<file path="config.mk">
export PLATFORM = sky130hd
export DESIGN_NAME = ssp_frame_slave
export DESIGN_NICKNAME = d
export VERILOG_FILES = /design/src/rtl/ssp_frame_pkg.sv /design/src/rtl/ssp_sync_edge.sv /design/src/rtl/ssp_frame_slave.sv
export SDC_FILE = /design/constraint.sdc
export NUM_CORES = 1
export LEC_CHECK = 0
export ABC_AREA = 1
export CORE_AREA = 2 2 86 88
export CTS_CLUSTER_SIZE = 8
export DETAILED_ROUTE_END_ITERATION = 6
export DIE_AREA = 0 0 88 90
export GPL_ROUTABILITY_DRIVEN = 1
export PLACE_DENSITY_LB_ADDON = 0.05
export SYNTH_ARGS = -nofsm -noshare
export SYNTH_HDL_FRONTEND = slang
export SYNTH_HIERARCHICAL = 1
export SYNTH_SLANG_ARGS = --single-unit
</file>
<file path="constraint.sdc">
create_clock -name Clk -period 3.9 [get_ports Clk]
set_input_delay 0.78 -clock Clk [delete_from_list [all_inputs] [get_ports Clk]]
set_output_delay 0.78 -clock Clk [all_outputs]
set_load 0.05 [all_outputs]
</file>
<file path="src/rtl/ssp_frame_pkg.sv">
// rtl/ssp_frame_pkg.sv - shared state type, WnR encoding and frame geometry helpers for the SSP frame slave
package ssp_frame_pkg;

  typedef enum logic [1:0] {IDLE, HDR, DATA, DONE} state_e;

  localparam logic WNR_WRITE = 1'b1;
  localparam logic WNR_READ  = 1'b0;

  function automatic int ch_width(input int num_ch);
    return (num_ch <= 2) ? 1 : $clog2(num_ch);
  endfunction

  function automatic int frame_len(input int ch_w, input int addr_w, input int data_w);
    return ch_w + addr_w + 1 + data_w;
  endfunction

endpackage

</file>
<file path="src/rtl/ssp_sync_edge.sv">
// rtl/ssp_sync_edge.sv - multi-stage input synchroniser with rise/fall detection on the synchronised level
module ssp_sync_edge #(
  parameter int   STAGES  = 2,
  parameter logic RST_VAL = 1'b0
) (
  input  logic clk_i,
  input  logic rst_i,
  input  logic d_i,
  output logic q_o,
  output logic rise_o,
  output logic fall_o
);

  logic [STAGES-1:0] sync_q;
  logic              prev_q;

  always_ff @(posedge clk_i) begin
    if (rst_i) begin
      sync_q <= {STAGES{RST_VAL}};
      prev_q <= RST_VAL;
    end else begin
      sync_q <= {sync_q[STAGES-2:0], d_i};
      prev_q <= sync_q[STAGES-1];
    end
  end

  assign q_o    = sync_q[STAGES-1];
  assign rise_o = sync_q[STAGES-1] & ~prev_q;
  assign fall_o = ~sync_q[STAGES-1] & prev_q;

endmodule

</file>
<file path="src/rtl/ssp_frame_slave.sv">
// rtl/ssp_frame_slave.sv - oversampling SSP slave that decodes channel/address/WnR/data frames into register strobes
module ssp_frame_slave
  import ssp_frame_pkg::*;
#(
  parameter int  NUM_CH      = 4,
  parameter int  ADDR_W      = 3,
  parameter int  DATA_W      = 12,
  parameter int  SYNC_STAGES = 2,
  localparam int CH_W        = ch_width(NUM_CH)
) (
  input  logic              Clk,
  input  logic              Rst,
  input  logic              SSP_SSEL,
  input  logic              SSP_SCK,
  input  logic              SSP_MOSI,
  output logic              SSP_MISO,
  output logic              SSP_MISO_OE,
  output logic              wr_en,
  output logic              rd_req,
  output logic [CH_W-1:0]   reg_ch,
  output logic [ADDR_W-1:0] reg_addr,
  output logic [DATA_W-1:0] wr_data,
  input  logic [DATA_W-1:0] rd_data,
  output logic              busy,
  output logic              err_abort,
  output logic              err_chan
);

  localparam int FLEN    = frame_len(CH_W, ADDR_W, DATA_W);
  localparam int HDR_LEN = CH_W + ADDR_W + 1;
  localparam int CNT_W   = $clog2(FLEN + 1);
  localparam int RX_W    = (HDR_LEN > DATA_W) ? HDR_LEN : DATA_W;
  localparam logic [CNT_W-1:0] HDR_LAST = CNT_W'(HDR_LEN - 1);
  localparam logic [CNT_W-1:0] FRM_LAST = CNT_W'(FLEN - 1);
  localparam logic [CH_W:0]    CH_LIMIT = (CH_W + 1)'(NUM_CH);

  logic ssel_s, ssel_rise, ssel_fall;
  logic sck_s, rise_sck, fall_sck;
  logic mosi_s, mosi_rise, mosi_fall;

  ssp_sync_edge #(.STAGES(SYNC_STAGES), .RST_VAL(1'b1)) u_sync_ssel (
    .clk_i(Clk), .rst_i(Rst), .d_i(SSP_SSEL), .q_o(ssel_s), .rise_o(ssel_rise), .fall_o(ssel_fall));
  ssp_sync_edge #(.STAGES(SYNC_STAGES), .RST_VAL(1'b0)) u_sync_sck (
    .clk_i(Clk), .rst_i(Rst), .d_i(SSP_SCK), .q_o(sck_s), .rise_o(rise_sck), .fall_o(fall_sck));
  ssp_sync_edge #(.STAGES(SYNC_STAGES), .RST_VAL(1'b0)) u_sync_mosi (
    .clk_i(Clk), .rst_i(Rst), .d_i(SSP_MOSI), .q_o(mosi_s), .rise_o(mosi_rise), .fall_o(mosi_fall));

  logic unused_sync;
  assign unused_sync = &{1'b0, sck_s, mosi_rise, mosi_fall};

  state_e            state_q, state_d;
  logic [CNT_W-1:0]  cnt_q, cnt_d;
  logic [RX_W-2:0]   rx_q, rx_d;
  logic [DATA_W-1:0] tx_q, tx_d;
  logic [CH_W-1:0]   ch_q, ch_d;
  logic [ADDR_W-1:0] addr_q, addr_d;
  logic [DATA_W-1:0] wr_data_q, wr_data_d;
  logic              wnr_q, wnr_d, bad_q, bad_d, miso_q, miso_d;
  logic              wr_en_q, wr_en_d, rd_req_q, rd_req_d, rd_cap_q, rd_cap_d;
  logic              abort_q, abort_d, chan_q, chan_d, armed_q, armed_d;
  logic [SYNC_STAGES:0] settle_q, settle_d;

  logic [RX_W-1:0]    rx_shift;
  logic [HDR_LEN-1:0] hdr;
  logic [CH_W-1:0]    hdr_ch;
  logic               hdr_bad;

  assign rx_shift = {rx_q, mosi_s};
  assign hdr      = rx_shift[HDR_LEN-1:0];
  assign hdr_ch   = hdr[HDR_LEN-1 -: CH_W];
  assign hdr_bad  = ({1'b0, hdr_ch} >= CH_LIMIT);

  // After reset the synchronisers briefly show SSEL high; a frame is only
  // accepted once SSEL has genuinely been seen high after they have flushed.
  always_comb begin
    state_d   = state_q;
    cnt_d     = cnt_q;
    rx_d      = rx_q;
    tx_d      = tx_q;
    ch_d      = ch_q;
    addr_d    = addr_q;
    wr_data_d = wr_data_q;
    wnr_d     = wnr_q;
    bad_d     = bad_q;
    miso_d    = miso_q;
    wr_en_d   = 1'b0;
    rd_req_d  = 1'b0;
    rd_cap_d  = rd_req_q;
    abort_d   = 1'b0;
    chan_d    = 1'b0;
    settle_d  = {settle_q[SYNC_STAGES-1:0], 1'b1};
    armed_d   = armed_q | (settle_q[SYNC_STAGES] & ssel_s);

    if (rd_cap_q) tx_d = rd_data;

    unique case (state_q)
      IDLE: begin
        if (ssel_fall && armed_q) begin
          state_d = HDR;
          cnt_d   = '0;
          tx_d    = '0;
          miso_d  = 1'b0;
        end
      end
      HDR: begin
        if (ssel_rise) begin
          state_d = IDLE;
          abort_d = 1'b1;
        end else if (rise_sck) begin
          rx_d  = rx_shift[RX_W-2:0];
          cnt_d = cnt_q + CNT_W'(1);
          if (cnt_q == HDR_LAST) begin
            state_d  = DATA;
            ch_d     = hdr_ch;
            addr_d   = hdr[ADDR_W:1];
            wnr_d    = hdr[0];
            bad_d    = hdr_bad;
            chan_d   = hdr_bad;
            rd_req_d = (hdr[0] == WNR_READ) && !hdr_bad;
          end
        end
      end
      DATA: begin
        if (ssel_rise) begin
          state_d = IDLE;
          abort_d = 1'b1;
          miso_d  = 1'b0;
        end else begin
          if (fall_sck) begin
            miso_d = tx_q[DATA_W-1];
            tx_d   = {tx_q[DATA_W-2:0], 1'b0};
          end
          if (rise_sck) begin
            rx_d  = rx_shift[RX_W-2:0];
            cnt_d = cnt_q + CNT_W'(1);
            if (cnt_q == FRM_LAST) begin
              state_d = DONE;
              miso_d  = 1'b0;
              if (wnr_q == WNR_WRITE && !bad_q) begin
                wr_en_d   = 1'b1;
                wr_data_d = rx_shift[DATA_W-1:0];
              end
            end
          end
        end
      end
      DONE: begin
        miso_d = 1'b0;
        if (ssel_rise) state_d = IDLE;
      end
      default: state_d = IDLE;
    endcase
  end

  always_ff @(posedge Clk) begin
    if (Rst) begin
      state_q   <= IDLE;
      cnt_q     <= '0;
      rx_q      <= '0;
      tx_q      <= '0;
      ch_q      <= '0;
      addr_q    <= '0;
      wr_data_q <= '0;
      wnr_q     <= 1'b0;
      bad_q     <= 1'b0;
      miso_q    <= 1'b0;
      wr_en_q   <= 1'b0;
      rd_req_q  <= 1'b0;
      rd_cap_q  <= 1'b0;
      abort_q   <= 1'b0;
      chan_q    <= 1'b0;
      armed_q   <= 1'b0;
      settle_q  <= '0;
    end else begin
      state_q   <= state_d;
      cnt_q     <= cnt_d;
      rx_q      <= rx_d;
      tx_q      <= tx_d;
      ch_q      <= ch_d;
      addr_q    <= addr_d;
      wr_data_q <= wr_data_d;
      wnr_q     <= wnr_d;
      bad_q     <= bad_d;
      miso_q    <= miso_d;
      wr_en_q   <= wr_en_d;
      rd_req_q  <= rd_req_d;
      rd_cap_q  <= rd_cap_d;
      abort_q   <= abort_d;
      chan_q    <= chan_d;
      armed_q   <= armed_d;
      settle_q  <= settle_d;
    end
  end

  assign SSP_MISO    = miso_q;
  assign SSP_MISO_OE = ~ssel_s;
  assign wr_en       = wr_en_q;
  assign rd_req      = rd_req_q;
  assign reg_ch      = ch_q;
  assign reg_addr    = addr_q;
  assign wr_data     = wr_data_q;
  assign busy        = (state_q != IDLE);
  assign err_abort   = abort_q;
  assign err_chan    = chan_q;

endmodule

</file>
==> results.ini <==
[run_status]
status = complete, no violations

[detailed_routing]
drt-total-wl_um = 5448
dr.pass1.iters = 4
via_count = 2163
drtIter0Drc = 97
drc = 0
ant_nets = 0
viasPerCell = 4.506
routedWlPerCell_um = 11.35

[sta]
finClkSkew_ns = 0.005453
finalCritPeriodShare_pct = 70.45
drv_slew = 0
worst_pin_slew_ns = 0.7080
rsz0062_at_grt = false
setup_viol = 0
hold_viol = 0
final.setup.tns_ns = 0
fin_crit_ns = 2.748
slew_headroom_pct = 52.73
fmax_mhz = 364.0
holdWs_ns = 0.4047

[finish]
fin_util_pct = 47.28
seqCellArea_um2 = 1301
multi_input_area_um2 = 1140
area_growth_pct = 23.97
drive_above_1_share_pct = 9.974
fill_cells = 721
final_cell_mix = nor2_1 (66), dfxtp_1 (65), nand2_1 (41)
layout_commonest_cell = nor2_1
diodes = 0
stdcell_count = 480
nets = 400

[floorplan]
die_w_um = 88
rows = 31
start_util_pct = 38.14
die_h_um = 90
core_area_um2 = 7020
dieArea_um2 = 7920
ios = 41

[run]
maxCapViolCount = 0

[synth]
synthCells = 340
avgSynthCellArea_um2 = 7.875
yosysWarnings = 6
syn_nets = 363
synth.cell_area_um2 = 2678

[critical_path]
path_class = flip-flop to output port
cpPeakStageDelay_ns = 0.80
worst-path-buf-inv = 3
cp_top_family = buffers and inverters
worst_ep_arrival_time_ns = 1.97
r2r_end = cnt_q[3]
worstPathMaxFanout = 5
reg2reg_setup_slack_ns = 1.93
r2r_cells = 8
cp_common_cell = inv_1
worstSetupEndpointType = output port
slowest_stage = clkdlybuf4s50_1
r2r-start = state_q[0]
critPathLaunchType = flip-flop
crit_chain = inv_1 > ha_1 > inv_1 > clkdlybuf4s50_1
required_ns = 3.12

[clock_network]
post-cts-setup-buffer-count = 0
clkTransAtPathRegs_ns = 0.06
hold_buffers = 0
cts-resized-gates = 0
cts_tree = yes
cts_root_buf = clkbuf_8
clk_path_buf_depth = 2
cts_num_sinks = 65
cts_buffers = 9
clock_latency_ns = 0.33
htreeDepth = 3

[placement]
gp_congestion = 0.7904
port_buffers = 39
dp_cells = 465
dp_hpwl_um = 3719

[hold_path]
whs_path_depth = 2
hold_path.startpoint = settle_q[1]
min_to = settle_q[2]
hp-class = flip-flop to flip-flop

[pwr]
max-vdd-ir-drop_mv = 0.2526
static-leakage-power_nw = 1.302
p_per_area_nw_per_um2 = 507.3

[global_routing]
antenna_found_initial = 0
grt_max_degree = 31
grt_pass1_wl_um = 9259
grt_pass1_vias = 2029
track_usage_pct = 14.83
overflow = 0

-- how the worst max path moves through the flow --
stage | startpoint | to | slack, ns | cells past startpoint
floorplan | state_q[0] | busy | 2.14 | 3
global placement | state_q[0] | busy | 1.52 | 4
detailed placement | state_q[0] | busy | 1.50 | 4
CTS | state_q[0] | busy | 1.13 | 4
global route | state_q[0] | busy | 1.08 | 4
finish | state_q[0] | busy | 1.15 | 4
-- cell type report --
type	instances	share of cell area [%]
clock inverter	3	1.206
multi-input combinational	219	34.34
clock buffer	12	4.674
inverter	41	4.636
sequential	65	39.20
timing repair buffer	41	12.21
tap	99	3.732
-- routing by layer --
layer	vias to the layer above	part of all wire (%)	wire (um)	global-route usage (%)
met5	-	0	0	0
met3	10	3.2	177	3.122
li1	1149	-	-	-
met2	36	43	2338	21.84
met1	968	52	2814	20.15
met4	0	2.1	116	7.692
-- through the flow --
stage / instance area [um2] / power [mW] / worst slack [ns]
3_3_place_gp: 3124 / 1.136 / 1.515
6_report: 3319 / 1.684 / 1.152
4_1_cts: 3319 / 1.711 / 1.129
3_5_place_dp: 3124 / 1.134 / 1.503
5_1_grt: 3319 / 1.786 / 1.078
2_1_floorplan: 2678 / 1.034 / 2.136
-- worst min-delay path, stage by stage (launching register included) --
cell and delay, ns:
dfxtp_1 0.30, inv_1 0.04, nor2_1 0.03
-- registers in the layout, summed over array words and instances (netlist names), 2 cells and up --
signal,count
wr_data,12
reg_addr,3
state_q,2
u_sync_mosi/sync_q,2
reg_ch,2
settle_q,3
u_sync_sck/sync_q,2
tx_q,12
u_sync_ssel/sync_q,2
rx_q,11
cnt_q,5
-- power by group --
| part | internal [mW] | switching, mW |
|---|---|---|
| clock network | 0.325 | 0.241 |
| logic | 0.123 | 0.291 |
| registers | 0.688 | 0.0170 |
| total | 1.14 | 0.549 |
(Power assumes the default switching activity.)
